$ cat src/rtl/os_scheduler.sv
// Per-lane ordered-set scheduler: streams TS1/TS2/SKP symbols over a valid/ready
// handshake, inserts SKP on a symbol interval and counts completed training sets.
module os_scheduler #(
  parameter int unsigned SKP_INTERVAL = 1180,
  parameter int unsigned TS1_TARGET   = 1024,
  parameter int unsigned TS2_TARGET   = 16,
  parameter int unsigned CNTW         = 16
) (
  input  logic            clk,
  input  logic            reset,
  input  logic            en,
  input  logic [1:0]      mode,
  input  logic [39:0]     ts_fields,
  input  logic            sym_ready,
  output logic [7:0]      sym_data,
  output logic            sym_k,
  output logic            sym_valid,
  output logic [1:0]      os_type,
  output logic [CNTW-1:0] ts_sent_cnt,
  output logic            ts_done,
  output logic            skp_pending
);

  typedef enum logic {S_IDLE, S_SEND} state_t;
  typedef enum logic [1:0] {OS_NONE = 2'd0, OS_TS1 = 2'd1, OS_TS2 = 2'd2, OS_SKP = 2'd3} os_t;

  localparam logic [7:0] COM     = 8'hBC;
  localparam logic [7:0] SKP_SYM = 8'h1C;
  localparam logic [7:0] PAD     = 8'hF7;
  localparam logic [7:0] TS1_ID  = 8'h4A;
  localparam logic [7:0] TS2_ID  = 8'h45;

  state_t          r_state, w_state_next;
  os_t             r_os, r_last_ts, w_sel, w_kind;
  logic [3:0]      r_idx;
  logic [39:0]     r_fields;
  logic [CNTW-1:0] r_cnt, r_timer;
  logic            r_skp_pending;

  logic            w_xfer, w_last, w_is_ts, w_expire, w_go, w_load, w_to_idle;
  logic [7:0]      w_field;

  assign w_xfer   = (r_state == S_SEND) && sym_ready;
  assign w_is_ts  = (r_os == OS_TS1) || (r_os == OS_TS2);
  assign w_last   = (r_os == OS_SKP) ? (r_idx == 4'd3) : (r_idx == 4'd15);
  assign w_expire = w_xfer && w_is_ts && (r_timer == CNTW'(SKP_INTERVAL - 1));
  assign w_go     = en && (mode != 2'd0);

  // An expiry on the very transfer that closes a set already owes SKP at this boundary.
  always_comb begin
    if (r_skp_pending || w_expire || mode == 2'd3) w_sel = OS_SKP;
    else if (mode == 2'd1)                        w_sel = OS_TS1;
    else                                          w_sel = OS_TS2;
  end

  always_ff @(posedge clk or posedge reset) begin
    if (reset) r_state <= S_IDLE;
    else       r_state <= w_state_next;
  end

  always_comb begin
    // NOTE: every output of this block gets a default first so no latch is inferred.
    w_state_next = r_state;
    w_load       = 1'b0;
    w_to_idle    = 1'b0;
    case (r_state)
      S_IDLE: begin
        if (w_go) begin
          w_state_next = S_SEND;
          w_load       = 1'b1;
        end
      end
      S_SEND: begin
        if (w_xfer && w_last) begin
          if (w_go) begin
            w_load = 1'b1;
          end else begin
            w_state_next = S_IDLE;
            w_to_idle    = 1'b1;
          end
        end
      end
      default: w_state_next = S_IDLE;
    endcase
  end

  // NOTE: later non-blocking assignments in this block deliberately override earlier ones.
  always_ff @(posedge clk or posedge reset) begin
    if (reset) begin
      r_os          <= OS_NONE;
      r_last_ts     <= OS_NONE;
      r_idx         <= '0;
      r_fields      <= '0;
      r_cnt         <= '0;
      r_timer       <= '0;
      r_skp_pending <= 1'b0;
    end else begin
      if (w_xfer) r_idx <= r_idx + 4'd1;
      if (w_xfer && w_is_ts && r_idx == 4'd0) r_fields <= ts_fields;
      if (w_xfer && w_is_ts) r_timer <= w_expire ? '0 : r_timer + 1'b1;

      if (w_expire)                                         r_skp_pending <= 1'b1;
      else if (w_xfer && r_os == OS_SKP && r_idx == 4'd0) r_skp_pending <= 1'b0;

      if (w_xfer && w_is_ts && r_idx == 4'd15 && r_cnt != '1) r_cnt <= r_cnt + 1'b1;

      if (w_load) begin
        r_idx <= '0;
        r_os  <= w_sel;
        if (w_sel != OS_SKP) begin
          r_last_ts <= w_sel;
          if (w_sel != r_last_ts) r_cnt <= '0;
        end
      end

      if (w_to_idle) begin
        r_idx     <= '0;
        r_os      <= OS_NONE;
        r_last_ts <= OS_NONE;
        r_cnt     <= '0;
      end
    end
  end

  always_comb begin
    case (r_idx)
      4'd1:    w_field = r_fields[7:0];
      4'd2:    w_field = r_fields[15:8];
      4'd3:    w_field = r_fields[23:16];
      4'd4:    w_field = r_fields[31:24];
      4'd5:    w_field = r_fields[39:32];
      default: w_field = 8'h00;
    endcase
  end

  always_comb begin
    sym_data = 8'h00;
    sym_k    = 1'b0;
    if (r_state == S_SEND) begin
      if (r_idx == 4'd0) begin
        sym_data = COM;
        sym_k    = 1'b1;
      end else if (r_os == OS_SKP) begin
        sym_data = SKP_SYM;
        sym_k    = 1'b1;
      end else if (r_idx <= 4'd5) begin
        sym_data = w_field;
        sym_k    = (w_field == PAD);
      end else begin
        sym_data = (r_os == OS_TS1) ? TS1_ID : TS2_ID;
      end
    end
  end

  // During an inserted SKP the done flag follows the last TS type sent.
  assign w_kind = w_is_ts ? r_os : r_last_ts;

  assign sym_valid   = (r_state == S_SEND);
  assign os_type     = sym_valid ? r_os : OS_NONE;
  assign ts_sent_cnt = r_cnt;
  assign skp_pending = r_skp_pending;
  assign ts_done     = sym_valid &&
                       (((w_kind == OS_TS1) && (r_cnt >= CNTW'(TS1_TARGET))) ||
                        ((w_kind == OS_TS2) && (r_cnt >= CNTW'(TS2_TARGET))));

endmodule
$ cat config.mk
export PLATFORM = sky130hd
export DESIGN_NAME = os_scheduler
export DESIGN_NICKNAME = d
export VERILOG_FILES = /design/src/rtl/os_scheduler.sv
export SDC_FILE = /design/constraint.sdc
export NUM_CORES = 1
export LEC_CHECK = 0
export ABC_AREA = 1
export BUFFER_PORTS_ARGS = -buffer_cell sky130_fd_sc_hd__buf_2
export CAP_MARGIN = 40
export CORE_MARGIN = 1
export CORE_UTILIZATION = 35
export DETAILED_ROUTE_END_ITERATION = 8
export SLEW_MARGIN = 20
export SYNTH_ARGS = -nofsm -noshare
export SYNTH_HDL_FRONTEND = slang
export SYNTH_SLANG_ARGS = --single-unit
export TNS_END_PERCENT = 1
$ cat constraint.sdc
create_clock -name clk -period 4.32 [get_ports clk]
set_input_delay 1.296 -clock clk [delete_from_list [all_inputs] [get_ports clk]]
set_output_delay 1.296 -clock clk [all_outputs]
set_load 0.01 [all_outputs]
==> reports/qor.yml, run 1 <==
detailed_routing:
  detailedRoute.firstPassIterationCount: 5
  routed-via-count: 4144
  drt-initial-drc-count: 244
  viasPerCell: 4.89
  wl_mm: 11.1
  drc: 0
  ant_nets: 0
  avgRoutedWirePerCell_um: 13.1
cells_and_area:
  count_of_inserted_antenna_diode_cells: 0
  synthesis_to_layout_area_growth_pct: 17.6
  layout.nets: 726
  most-common-layout-cells: "121 x nand2_1, 89 x inv_1, 82 x dfrtp_1"
  layout.cells.most_common: "nand2_1"
  fin_util_pct: 43.0
  post_route_cells_drive_above_1_share_pct: 21.8
global_route:
  grtUsageMet2_pct: 26.9
  grtUsageMet1_pct: 23.2
  grt_use_met3_pct: 2.57
  gr-total-overflow: 0
  groute.usage.overall_pct: 17.3
  number_of_antenna_violations_at_the_first_check_in_global_routing: 0
  via_count_of_the_first_global_routing_pass: 4048
  global_route_wire_length_before_repair_mm: 19.2
  grt_busiest_layer: "met2"
  grt_max_degree: 43
sta:
  fin_crit_ns: 3.67
  actual_transition_at_the_worst_max_transition_pin_ns: 0.732
  grt_setup_unrepaired: "false"
  timing.final.setup_violations: 0
  layout_worst_path_cycle_share_pct: 85.1
  report.final.slew_viol_count: 0
  slew-limit-headroom_pct: 51.1
  totalNegativeSetupSlack_ns: 0
  holdWs_ns: 0.516
  setup_ws_ns: 0.645
  finalClockSkew_ns: 0.00864
  max_freq_mhz: 272
  final_report_hold_violation_count: 0
yosys:
  postSynth.topFlopCell: "dfrtp_1"
  synth.net_count: 649
  synth_cells: 594
  async_s_r_ff_share_synth_pct: 100
  seq_area_frac_synth_pct: 43.6
  yosys_warnings: 0
  synth_area_um2: 4700
  synth-edff-count: 0
  yosys.cell_types.count: 43
  postSynthAreaPerCell_um2: 7.92
  synth.ff_latch_count: 82
clocking:
  htree_num_levels: 3
  cts_hold_buf: 0
  cts-buffers-inserted: 9
  worstSkewPairLatency_ns: 0.34
  cts.sink_count: 82
  clkSlewWorstSetupHoldPaths_ns: 0.06
  cts_root_buf: "clkbuf_16"
  cts-root-to-sink-buffers: 2
  cts_tree: "yes"
  cts_resized: 0
  post_cts_buffers: 0
die:
  core.rowCount: 41
  fp.dieW_um: 118
  starting_density_of_the_core_pct: 36.5
  core-area_um2: 12900
  floorplan.die_area_um2: 13900
  top_level_ports: 76
  die_height_um: 118
critical_path:
  setup.worst_path.start_class: "flip-flop"
  critPathMaxFanout: 7
  data_arrival_time_of_the_critical_path_ns: 2.38
  cp-startpoint: "r_idx[1]"
  timing.critical_path.to_type: "output pin"
  critical_path_required_ns: 3.02
  setup.worst_path.class: "reg2out"
  reg2reg_from: "r_os[1]"
power_and_ir_drop:
  p_leak_nw: 2.83
  p_total_mw: 3.66
  vdd.ir_drop.worst_mv: 0.286
  power_density_nw_per_um2: 662
flow_run:
  max_cap_violations: 0
placed_design:
  pre_cts_ws_ns: 1.04
  dpl.hpwl_mm: 8.62
  globalplace.congestion: 0.916
  io_buffer_count: 75
hold_path:
  hold_path_startpoint: "r_timer[0]"
  hold_path_class: "reg2reg"
run_status:
  status: "complete, no violations"
[power breakdown]
group | leakage, nW | switching, mW | internal (mW)
Combinational | 1.72 | 0.993 | 0.634
Sequential | 0.987 | 0.245 | 1.07
Clock | 0.132 | 0.326 | 0.393
[registers in the layout, indices dropped and copies added, names as in the netlist]
signal       cells
r_fields        40
r_timer         16
ts_sent_cnt     16
r_idx            4
r_last_ts        2
r_os             2
skp_pending      1
sym_valid        1
[synthesized netlist by cell type (3+ instances only)]
master / instances / area [µm²]
a21oi_1: 36 / 180
o21ai_0: 28 / 140
nand3_1: 39 / 195
nand2_2: 3 / 18.8
nand4_1: 11 / 68.8
ha_1: 9 / 113
buf_6: 3 / 33.8
mux2_2: 22 / 248
nand2_1: 122 / 458
nor3_1: 9 / 45.0
buf_2: 6 / 30.0
xor2_1: 10 / 87.6
nor2_4: 4 / 45.0
a31oi_1: 3 / 18.8
nor2_1: 74 / 278
inv_1: 90 / 338
dfrtp_1: 82 / 2050
a21oi_2: 11 / 96.3
[critical path: stages (launching register included)]
cell and delay [ns]:
dfrtp_1 0.42, inv_1 0.11, ha_1 0.20, inv_1 0.08, nor2_1 0.40, nand2_1 0.10, o21ai_0 0.10, inv_1 0.06
nand2_1 0.08, nand2_1 0.06, nor2_1 0.08, nand2_1 0.06, a21oi_1 0.14, buf_2 0.15
[final cells by class]
class                           instances  area [µm²]
Fill cell                            1285        7340
Tap cell                              172         215
Clock inverter                          6        51.3
Multi-Input combinational cell        407        2220
Clock buffer                            9         225
Timing Repair Buffer                   78         410
Inverter                               93         353
Sequential cell                        82        2050
[metal layers]
metal | vias to the layer above | part of all wire (%)
met4 | 0 | 2.8
met3 | 26 | 4.7
met1 | 1937 | 47
met2 | 111 | 46
met5 | - | 0
li1 | 2070 | -
[through the flow]
step	instances	instance area (µm²)
6_report	847	5530
5_1_grt	847	5530
4_1_cts	847	5530
3_5_place_dp	832	5260
3_3_place_gp	831	5240
2_1_floorplan	594	4700
[kinds of logic (layout without fill, tap and decap cells)]
logic type	after synthesis	after routing	synth area share, %
AO/OA/AOI/OAI	88	88	10.8
flip-flops	82	82	43.6
XOR/XNOR	11	11	2.05
AND/OR/NAND/NOR	277	277	26.7
adder cells (fa/ha/maj)	9	9	2.39
buffers and inverters	105	186	9.15
multiplexers	22	22	5.27
[path summary, 6_finish.rpt]
kind | end | slack, ns | cells after the start
setup / recovery | sym_k | 0.65 | 13
hold / removal | r_timer[0] | 0.52 | 1
setup reg to reg | ts_sent_cnt[3] | 2.16 | 11
hold reg to reg | r_timer[0] | 0.52 | 1
max in group asynchronous | skp_pending | 2.51 | 3
min in group asynchronous | r_timer[3] | 1.05 | 2
Power figures use the tool's default switching activity.
==> inputs of run 2 (changes only) <==
==> constraint.sdc (replaced) <==
create_clock -name clk -period 3.61 [get_ports clk]
set_input_delay 1.083 -clock clk [delete_from_list [all_inputs] [get_ports clk]]
set_output_delay 1.083 -clock clk [all_outputs]
set_load 0.01 [all_outputs]
==> reports/qor.yml, run 2 (synthesized netlist as in run 1, its figures left out) <==
critical_path:
  critical_path.cell_chain: "inv_1 > ha_1 > inv_1 > nor2_2 > nand2_1 > o21ai_0 > inv_1 > nand2_1 > nand2_1 > nor2_1 > nand2_1 > a21oi_1 > buf_2"
  reg2reg_slack_ns: 1.41
  critical_path_required_ns: 2.53
  reg2reg_from: "r_os[1]"
  worst_path_largest_cell_delay_ns: 0.42
  worst_r2r_endpoint: "ts_sent_cnt[3]"
  timing.critical_path.buf_inv: 4
  timing.critical_path.to_type: "output pin"
  setup.worst_path.start_class: "flip-flop"
  data_arrival_time_of_the_critical_path_ns: 2.25
  cpMaxStageDelayCell: "dfrtp_1"
  critPathMaxFanout: 7
  worst_path_most_repeated_cell: "nand2_1"
  critical_path.top_delay_family: "simple AND/OR/NAND/NOR gates"
  worst_case_reg_to_reg_path_depth: 11
  setup.worst_path.class: "reg2out"
global_route:
  via_count_of_the_first_global_routing_pass: 3913
  global_route_wire_length_before_repair_mm: 19.4
  number_of_antenna_violations_at_the_first_check_in_global_routing: 0
  grt_max_degree: 83
  groute.usage.overall_pct: 17.4
  gr-total-overflow: 0
clocking:
  cts-root-to-sink-buffers: 2
  cts_root_buf: "clkbuf_16"
  cts_hold_buf: 0
  worstSkewPairLatency_ns: 0.35
  htree_num_levels: 3
  cts.sink_count: 82
  post_cts_buffers: 0
  cts_tree: "yes"
  cts-buffers-inserted: 9
  clkSlewWorstSetupHoldPaths_ns: 0.07
sta:
  report.final.slew_viol_count: 0
  fin_crit_ns: 3.33
  actual_transition_at_the_worst_max_transition_pin_ns: 0.581
  timing.final.setup_violations: 0
  layout_worst_path_cycle_share_pct: 92.3
  max_freq_mhz: 300
  final_report_hold_violation_count: 0
  slew-limit-headroom_pct: 60.8
  totalNegativeSetupSlack_ns: 0
  finalClockSkew_ns: 0.0121
  grt_setup_unrepaired: "false"
hold_path:
  hold_path_class: "reg2reg"
  hold_path_startpoint: "r_fields[12]"
  hold-path-endpoint: "r_fields[12]"
  hold_depth: 2
power_and_ir_drop:
  p_leak_nw: 2.86
  vdd.ir_drop.worst_mv: 0.292
  power_density_nw_per_um2: 820
detailed_routing:
  drt-initial-drc-count: 253
  routed-via-count: 4025
  detailedRoute.firstPassIterationCount: 5
  viasPerCell: 4.75
  wl_mm: 11.3
  ant_nets: 0
  drc: 0
  avgRoutedWirePerCell_um: 13.3
die:
  die_height_um: 118
  core.rowCount: 41
  top_level_ports: 76
  core-area_um2: 12900
  fp.dieW_um: 118
  starting_density_of_the_core_pct: 36.5
  floorplan.die_area_um2: 13900
cells_and_area:
  stdcell_area_um2: 5590
  layout.nets: 725
  largest_register: "r_fields"
  most-common-layout-cells: "121 x nand2_1, 88 x inv_1, 82 x dfrtp_1"
  post_route_cells_drive_above_1_share_pct: 22.1
  layout.cells.most_common: "nand2_1"
  fin_util_pct: 43.4
  largest_register_ff_count: 40
  count_of_inserted_antenna_diode_cells: 0
  synthesis_to_layout_area_growth_pct: 18.9
run_status:
  status: "complete, no violations"
flow_run:
  max_cap_violations: 0
placed_design:
  globalplace.congestion: 0.888
  dpl_cell_area_um2: 5250
  dpl.hpwl_mm: 8.36
  io_buffer_count: 75
run 2: per-layer routing:
layer / vias to the layer above / share of wire (%) / GRT usage (%)
met5: - / 0 / 0
met2: 70 / 46 / 27.1
li1: 2061 / - / -
met4: 0 / 1.8 / 7.45
met1: 1877 / 49 / 23.7
met3: 17 / 3.0 / 2.76
run 2: worst max-delay path by stage:
stage / slack, ns / depth (start not counted) / start / end
6_report: 0.28 / 13 / r_idx[1] / sym_k
3_5_place_dp: 0.54 / 13 / r_idx[1] / sym_k
2_1_floorplan: 0.42 / 1 / reset / r_fields[0]
5_1_grt: 0.01 / 13 / r_idx[1] / sym_k
3_3_place_gp: 0.64 / 13 / r_idx[1] / sym_k
4_1_cts: 0.15 / 13 / r_idx[1] / sym_k
run 2: layout make-up:
class | count | area, µm²
Inverter | 93 | 353
Clock inverter | 6 | 103
Multi-Input combinational cell | 407 | 2230
Timing Repair Buffer | 77 | 403
Sequential cell | 82 | 2050
Clock buffer | 10 | 239
Tap cell | 172 | 215
Fill cell | 1277 | 7280
run 2: timing repair:
action                                  in CTS  in global routing
endpoints found under the setup margin       0                  1
endpoints found under the hold margin        0                  0
resized for setup                            0                  2
run 2: worst register-to-register path, cell delays in order (launching register included):
cell and delay, ns:
dfrtp_1 0.41, inv_1 0.08, ha_1 0.40, nor2_8 0.25
inv_4 0.08, nor2_4 0.11, nand2_2 0.20, inv_2 0.24
nand3_1 0.10, nand2_1 0.06, nand3_1 0.06, a21oi_1 0.13
run 2: power by group:
group	internal (mW)	total, mW	switching (mW)
sequential	1.28	1.57	0.291
combinational	0.754	1.95	1.20
clock	0.642	1.06	0.423
run 2: stage by stage:
stage | instances | setup slack (ns) | total power, mW | hold WS [ns]
2_1_floorplan | 594 | 0.419 | 2.92 | 0.469
6_report | 847 | 0.279 | 4.59 | 0.515
4_1_cts | 847 | 0.154 | 4.62 | 0.515
3_5_place_dp | 831 | 0.542 | 3.55 | 0.502
3_3_place_gp | 831 | 0.644 | 3.49 | 0.496
5_1_grt | 847 | 0.0137 | 4.94 | 0.536
